<file path="config.mk">
export PLATFORM = sky130hd
export DESIGN_NAME = inyector_vc
export DESIGN_NICKNAME = d
export VERILOG_FILES = /design/src/rtl/inyector_vc.sv
export SDC_FILE = /design/constraint.sdc
export NUM_CORES = 1
export LEC_CHECK = 0
export ABC_AREA = 1
export BUFFER_PORTS_ARGS = -buffer_cell sky130_fd_sc_hd__buf_2
export CORE_ASPECT_RATIO = 1.5
export CORE_MARGIN = 4
export CORE_UTILIZATION = 55
export DETAILED_ROUTE_END_ITERATION = 10
export GPL_ROUTABILITY_DRIVEN = 1
export GPL_TIMING_DRIVEN = 0
export PLACE_DENSITY = 0.79
export SYNTH_ARGS = -nofsm -noshare
export SYNTH_HDL_FRONTEND = slang
export SYNTH_SLANG_ARGS = --single-unit
</file>
<file path="constraint.sdc">
create_clock -name clk -period 2.5 [get_ports clk]
set_clock_uncertainty 0.15 [all_clocks]
set_input_delay 0.625 -clock clk [delete_from_list [all_inputs] [get_ports clk]]
set_output_delay 0.625 -clock clk [all_outputs]
set_load 0.02 [all_outputs]
</file>
<file path="src/rtl/inyector_vc.sv">
// inyector_vc: per-VC holding slots feeding the QoS block through a round-robin arbiter
module inyector_vc #(
  parameter int QUEUE_QUANTITY = 4,
  parameter int BUF_WIDTH = 3
) (
  input  logic clk,
  input  logic rst,
  input  logic src_valid,
  input  logic [$clog2(QUEUE_QUANTITY)-1:0] src_vc,
  input  logic [BUF_WIDTH:0] src_data,
  output logic src_ready,
  input  logic [QUEUE_QUANTITY-1:0] pausa,
  input  logic [QUEUE_QUANTITY-1:0] continuar,
  input  logic [QUEUE_QUANTITY-1:0] error_full,
  output logic iniciar,
  output logic push,
  output logic [$clog2(QUEUE_QUANTITY)-1:0] vc_id,
  output logic [BUF_WIDTH:0] data_word,
  output logic [QUEUE_QUANTITY-1:0] ocupado,
  output logic [QUEUE_QUANTITY-1:0] perdida,
  output logic idle
);
  localparam int VW = $clog2(QUEUE_QUANTITY);
  typedef enum logic [1:0] {INICIO, REPOSO, ENVIANDO, BLOQUEADO} estado_t;
  estado_t estado, estado_nx;
  logic [BUF_WIDTH:0] slot [QUEUE_QUANTITY];
  logic [QUEUE_QUANTITY-1:0] pausado, eleg, set_oc, clr_oc;
  logic [VW-1:0] ptr, gnt, idx;
  logic gnt_vld, acc;
  assign src_ready = ~ocupado[src_vc] & (estado != INICIO);
  assign acc = src_valid & src_ready;
  assign eleg = ocupado & ~pausado & ~pausa;
  assign iniciar = estado == INICIO;
  assign push = estado == ENVIANDO;
  assign idle = (estado == REPOSO) & (ocupado == '0);
  assign set_oc = acc ? QUEUE_QUANTITY'(1) << src_vc : '0;
  assign clr_oc = gnt_vld ? QUEUE_QUANTITY'(1) << gnt : '0;
  // Search starts just after the last granted VC; offset QUEUE_QUANTITY wraps onto ptr itself
  always_comb begin
    gnt_vld = 1'b0;
    gnt = '0;
    idx = '0;
    for (int k = 1; k <= QUEUE_QUANTITY; k++) begin
      idx = ptr + VW'(k);
      if (!gnt_vld && eleg[idx]) begin
        gnt_vld = 1'b1;
        gnt = idx;
      end
    end
  end
  always_comb begin
    estado_nx = (estado == INICIO) ? REPOSO :
                (|eleg) ? ENVIANDO :
                (|ocupado) ? BLOQUEADO : REPOSO;
  end
  always_ff @(posedge clk or negedge rst) begin
    if (!rst) begin
      estado <= INICIO;
      ocupado <= '0;
      pausado <= '0;
      perdida <= '0;
      ptr <= VW'(QUEUE_QUANTITY - 1);
      vc_id <= '0;
      data_word <= '0;
      for (int k = 0; k < QUEUE_QUANTITY; k++) slot[k] <= '0;
    end else begin
      estado <= estado_nx;
      ocupado <= (ocupado & ~clr_oc) | set_oc;
      pausado <= pausa | (pausado & ~continuar);
      perdida <= perdida | error_full;
      if (gnt_vld) begin
        ptr <= gnt;
        vc_id <= gnt;
        data_word <= slot[gnt];
      end
      if (acc) slot[src_vc] <= src_data;
    end
  end
endmodule

</file>
==> results of run 1 <==
==> cell type report <==
cell class / count / share of cell area [%]
multi-input combinational: 174 / 38.5
buffer: 2 / 0.789
inverter: 35 / 5.74
timing repair buffer: 38 / 8.00
tap: 42 / 2.21
clock buffer: 8 / 4.63
sequential: 38 / 40.1
==> what timing repair did <==
| action | 4_1_cts | 5_1_grt |
|---|---|---|
| resized for setup | 0 | 1 |
| setup buffers | 0 | 0 |
| setup endpoints to repair | 0 | 1 |
==> per-stage QoR <==
stage	util, %	setup slack [ps]
final	68.3	206
after global routing	68.3	47.4
after CTS	68.1	194
after detailed placement	64.9	-83.2
after global placement	64.9	-56.3
after floorplan	-	377
==> power groups by stage <==
stage	logic (mW)	clock network (mW)	registers (mW)
2_1_floorplan	1.10	0	1.08
3_3_place_gp	1.53	0	1.00
3_5_place_dp	1.56	0	1.02
4_1_cts	1.58	0.498	1.00
5_1_grt	1.81	0.526	1.03
6_report	1.58	0.487	1.00
==> registers in the layout, summed over array words and instances, names as in the netlist <==
name	flops
ocupado	4
vc_id	2
ptr	2
estado	2
slot	16
perdida	4
pausado	4
data_word	4
==> layer usage <==
metal  global-route usage [%]  part of all wire, %
met1                     24.6                   39
met2                     39.5                   54
met3                     4.82                  4.5
met4                     11.8                  3.1
met5                        0                    0
==> cells by family (layout without fill, tap and decap cells) <==
logic type | after synthesis | count (layout) | synth area share (%)
AO/OA/AOI/OAI | 33 | 33 | 9.43
buffers and inverters | 37 | 83 | 7.69
AND/OR/NAND/NOR | 141 | 141 | 35.6
flip-flops | 38 | 38 | 47.3
==> how the worst max path moves through the flow <==
stage	cells past startpoint	slack, ps	startpoint	to
floorplan	13	380	pausa[2]	data_word[0]
global placement	14	-60	pausa[2]	data_word[2]
detailed placement	14	-80	pausa[2]	data_word[2]
CTS	15	190	ptr[0]	data_word[3]
global route	14	50	ptr[0]	data_word[2]
finish	14	210	ptr[0]	data_word[3]
==> cells in the final DEF (no fill, tap or decap) <==
| cell type | n |
|---|---|
| inv_6 | 1 |
| buf_2 | 38 |
| a211oi_2 | 1 |
| dfstp_2 | 2 |
| o21ai_1 | 12 |
| a21oi_2 | 1 |
| nor2_1 | 13 |
| o21ai_0 | 8 |
| a21o_1 | 1 |
| nand4_1 | 2 |
| nor2_2 | 1 |
| nand2_2 | 3 |
| nand3_1 | 30 |
| nor4_1 | 1 |
| o21bai_1 | 3 |
| nor3_4 | 4 |
| inv_1 | 29 |
| nand2_1 | 72 |
| nand2_4 | 4 |
| a21oi_1 | 6 |
| inv_2 | 5 |
| nand3_2 | 3 |
| nor4_2 | 1 |
| buf_6 | 1 |
| nand4_2 | 1 |
| o21ai_2 | 1 |
| buf_4 | 1 |
| clkbuf_8 | 8 |
| or2_2 | 4 |
| nor3_1 | 1 |
| dfrtp_1 | 36 |
| nand3_4 | 1 |
==> critical path: stages (launching register included) <==
cell and delay [ps]:
dfstp_2 520, buf_4 170, inv_6 70, nand3_1 190, nand3_2 100, nand2_2 150, nand4_2 160, nand2_4 160
nand2_4 80, buf_6 150, nand2_1 60, nand3_1 60, nand2_1 80, nand2_1 70, nand2_1 60
==> flow_summary_export.csv, run 1 <==
group,metric,value,unit
synthesis,synth.avg_cell_area,8.10,um2
detailed_routing,routed-via-count,1791,
clocking,cts-root-buf,"clkbuf_8",
synthesis,synth_largest_area_cell,"dfrtp_1",
setup_path,critPathCaptureType,"flop",
final_layout,postLayoutCellArea,2380,um2
final_layout,fin_nets,315,
setup_path,crit_required,2580,ps
clocking,postCtsHoldBufs,0,
setup_path,critPathMaxFanout,10,
global_route,grt_max_degree,39,
final_layout,drive_gt1_share,27.5,%
pwr,power.internal,1.68,mW
floorplanning,placementRows,26,
global_route,grt-ovfl-total,0,
pwr,p_comb_share,51.5,%
final_layout,seqCellArea,953,um2
sta,fin_hold_ws,287,ps
global_route,antenna_found_initial,0,
detailed_routing,vias_per_cell,5.31,
setup_path,crit_arrival,2380,ps
clocking,clock_sinks,38,
sta,hold_viol,0,
placement,dpl.cell_count,329,
pwr,pwr-share-seq,32.7,%
synthesis,seq_area_frac_synth,47.3,%
detailed_routing,wire_per_inst,13.0,um
min_path,hold_path_class,"in -> async",
pwr,netSwitchingFraction,45.3,%
pwr,power_density,1290,nW/um2
clocking,cts_buffer_depth,2,
synthesis,ys.flop_type,"dfrtp_1",
synthesis,syn_inst,249,
synthesis,synth_area_leaders,"dfrtp_1 45%, nand2_1 13%, nand3_1 7.4%",
synthesis,syn_area,2020,um2
detailed_routing,detail-route-antenna-nets,0,
floorplanning,die_h,82.2,um
pwr,clockPowerShare,15.9,%
final_layout,finalNonFillerCells,337,
sta,setup_tns,0,ps
sta,setup_viol,0,
placement,place.gp.congestion,0.843,
job,max-cap-violations,0,
detailed_routing,finalWirelength,4390,um
synthesis,syn_nets,270,
setup_path,startpoint_type,"flop",
floorplanning,die_w,57.4,um
detailed_routing,drc_errors,0,
sta,tightest_slew,842,ps
sta,rsz0062_at_grt,"false",
clocking,htreeDepth,2,
global_route,grt_pass1_wl,8000,um
final_layout,multiInputGateArea,916,um2
synthesis,synth.top_cell.area_share,44.7,%
setup_path,reg2reg_to,"data_word[3]",
pwr,ir_drop,0.000792,V
global_route,grt_use_total,22.2,%
sta,relSlewSlack,43.9,%
floorplanning,start_util,57.9,%
synthesis,synth_edf_count,0,
placement,io_buffer_count,38,
synthesis,async_flop_share,100,%
clocking,clk_pin_slew,70,ps
floorplanning,io_pins,39,
clocking,clk_latency,290,ps
final_layout,num_antenna_cells,0,
pwr,leakage,1.23,nW
placement,placed_area,2260,um2
final_layout,fill_cells,318,
synthesis,yosysWarnings,0,
global_route,first_global_vias,1848,
setup_path,r2r_start,"ptr[0]",
clocking,numCtsBuffers,5,
setup_path,reg2reg_slack,210,ps
sta,drv_slew,0,
final_layout,area_growth_syn_to_layout,17.9,%
synthesis,yosys_register_bits,38,
synthesis,ys_types,29,
sta,clock.fmax,436,MHz
detailed_routing,first_pass_iters,4,
setup_path,critPathKind,"reg -> reg",
detailed_routing,drtIter0Drc,80,
run_status,status,"finished, final reports clean",
pwr,p_switching,1.39,mW
floorplanning,core,3480,um2
floorplanning,die_area,4720,um2
clocking,cts_tree,"yes",
placement,hpwlAfterDp,3250,um
sta,min_period_over_period,91.8,%
sta,fin_crit,2290,ps
synthesis,synth.most_common_cell,"nand2_1",
setup_path,worstRegToRegCells,14,
synthesis,ys_top_cells_by_count,"72 x nand2_1, 36 x dfrtp_1, 30 x nand3_1",
pwr,power.total,3.07,mW
Note: power is estimated with default switching activity, not from simulation.
==> run 2: changes to the inputs <==
- CORE_UTILIZATION: 55 -> 50
- PLACE_DENSITY: 0.79 -> 0.73
==> run 2 against run 1 <==
- sequential power hardly changed
- combinational power hardly changed
- hold slack worse by 1.9 ps
- global-route usage is 2.7 points lower
==> flow_summary_export.csv, run 2 (synthesized netlist as in run 1, its figures left out) <==
group,metric,value,unit
floorplanning,die_w,59.9,um
setup_path,reg2reg_slack,190,ps
global_route,grt_pass1_wl,7530,um
global_route,grt_use_total,19.5,%
run_status,status,"finished, final reports clean",
setup_path,critPathMaxFanout,10,
detailed_routing,vias_per_cell,5.23,
pwr,leakage,1.23,nW
setup_path,startpoint_type,"flop",
floorplanning,placementRows,28,
detailed_routing,finalWirelength,4460,um
clocking,htreeDepth,2,
sta,min_period_over_period,92.2,%
setup_path,crit_arrival,2340,ps
clocking,cts_tree,"yes",
detailed_routing,drtIter0Drc,70,
setup_path,crit_required,2540,ps
detailed_routing,routed-via-count,1779,
sta,tightest_slew,843,ps
sta,drv_slew,0,
placement,hpwlAfterDp,3370,um
floorplanning,die_h,85.8,um
sta,hold_viol,0,
placement,dpl.cell_count,332,
setup_path,cpMaxStageDelayCell,"dfstp_2",
clocking,post-cts-setup-buffer-count,0,
clocking,clk_latency,290,ps
clocking,clock_sinks,38,
clocking,cts_resized,0,
global_route,use_met2,34.3,%
min_path,hold_path_class,"in -> async",
sta,fin_crit,2310,ps
floorplanning,die_area,5130,um2
placement,place.gp.congestion,0.898,
final_layout,area_growth_syn_to_layout,17.6,%
final_layout,fin_nets,315,
detailed_routing,first_pass_iters,4,
final_layout,final_common_cell,"nand2_1",
job,max-cap-violations,0,
global_route,grt-ovfl-total,0,
final_layout,fin_util,60.5,%
clocking,postCtsHoldBufs,0,
setup_path,crit_buf_inv,3,
floorplanning,io_pins,39,
sta,relSlewSlack,43.8,%
setup_path,crit_top_cell,"nand2_1",
final_layout,num_antenna_cells,0,
sta,setup_viol,0,
pwr,ir_drop,0.000747,V
detailed_routing,detail-route-antenna-nets,0,
global_route,use_met3,4.22,%
final_layout,finalNonFillerCells,340,
detailed_routing,drc_errors,0,
global_route,grt_max_degree,39,
setup_path,crit_chain,"buf_4 > inv_6 > nand3_1 > nand2_1 > nand2_1 > nand2_1 > nand3_2 > nand3_2 > nand2_4 > buf_6 > nand2_1 > nand3_1 > nand2_1 > nand2_1 > nand2_1",
global_route,busiest_layer,"met2",
setup_path,critPathCaptureType,"flop",
global_route,antenna_found_initial,0,
final_layout,largest-register,"slot",
detailed_routing,wire_per_inst,13.1,um
clocking,cts_buffer_depth,2,
global_route,gr-usage-met1,21.9,%
floorplanning,core,3920,um2
setup_path,critPathKind,"reg -> reg",
placement,io_buffer_count,38,
setup_path,path_delay_family,"simple AND/OR/NAND/NOR gates",
floorplanning,start_util,51.4,%
clocking,clk_pin_slew,80,ps
pwr,power_density,1300,nW/um2
sta,rsz0062_at_grt,"false",
final_layout,layout_common_cells,"72 x nand2_1, 38 x buf_2, 36 x dfrtp_1, 30 x nand3_1, 29 x inv_1",
sta,clock.fmax,434,MHz
final_layout,largest_reg_flops,16,
global_route,first_global_vias,1732,
clocking,numCtsBuffers,5,
final_layout,drive_gt1_share,27.5,%
clocking,cts-root-buf,"clkbuf_8",
setup_path,slowest_delay,520,ps
## run 2: cell count changes in the layout (fill, tap and decap cells not counted), sizes merged
cell | before | now
bufinv | 0 | 1
clkinv | 0 | 2
clkbuf | 8 | 5
## run 2: report_power, final
part / internal [mW] / leakage [nW] / total (mW) / switching (mW)
clock network: 0.294 / 0.0579 / 0.516 / 0.222
registers: 0.864 / 0.436 / 0.999 / 0.135
logic: 0.531 / 0.734 / 1.57 / 1.04
## run 2: layout make-up
class / count / area [um2]
Buffer: 2 / 18.8
Fill cell: 366 / 1550
Multi-Input combinational cell: 174 / 908
Timing Repair Buffer: 38 / 190
Inverter: 35 / 136
Clock inverter: 3 / 40.0
Tap cell: 45 / 56.3
Clock buffer: 5 / 68.8
Sequential cell: 38 / 953
## run 2: metal layers
metal | share of wire, % | up-vias
li1 | - | 893
met4 | 2.7 | 0
met2 | 53 | 37
met5 | 0 | -
met3 | 4.1 | 12
met1 | 40 | 837
## run 2: path summary, 6_finish.rpt
| kind | start | endpoint | cells past startpoint |
|---|---|---|---|
| min in group clk | perdida[3] | perdida[3] | 1 |
| worst max register to register | ptr[0] | data_word[2] | 15 |
| worst min-delay path | rst | perdida[3] | 1 |
| worst max-delay path | ptr[0] | data_word[2] | 15 |
| max in group asynchronous | rst | slot[6] | 1 |
| worst min register to register | perdida[3] | perdida[3] | 1 |
## run 2: per-stage QoR
step | instance area [um2] | setup slack [ps] | TNS, ps | hold slack (ps) | power (mW)
4_1_cts | 2370 | 204 | 0 | 317 | 3.11
2_1_floorplan | 2020 | 377 | 0 | 179 | 2.18
6_report | 2370 | 194 | 0 | 285 | 3.08
3_5_place_dp | 2260 | -108 | -333 | 298 | 2.59
5_1_grt | 2370 | 8.33 | 0 | 339 | 3.36
3_3_place_gp | 2260 | -62.3 | -118 | 295 | 2.55
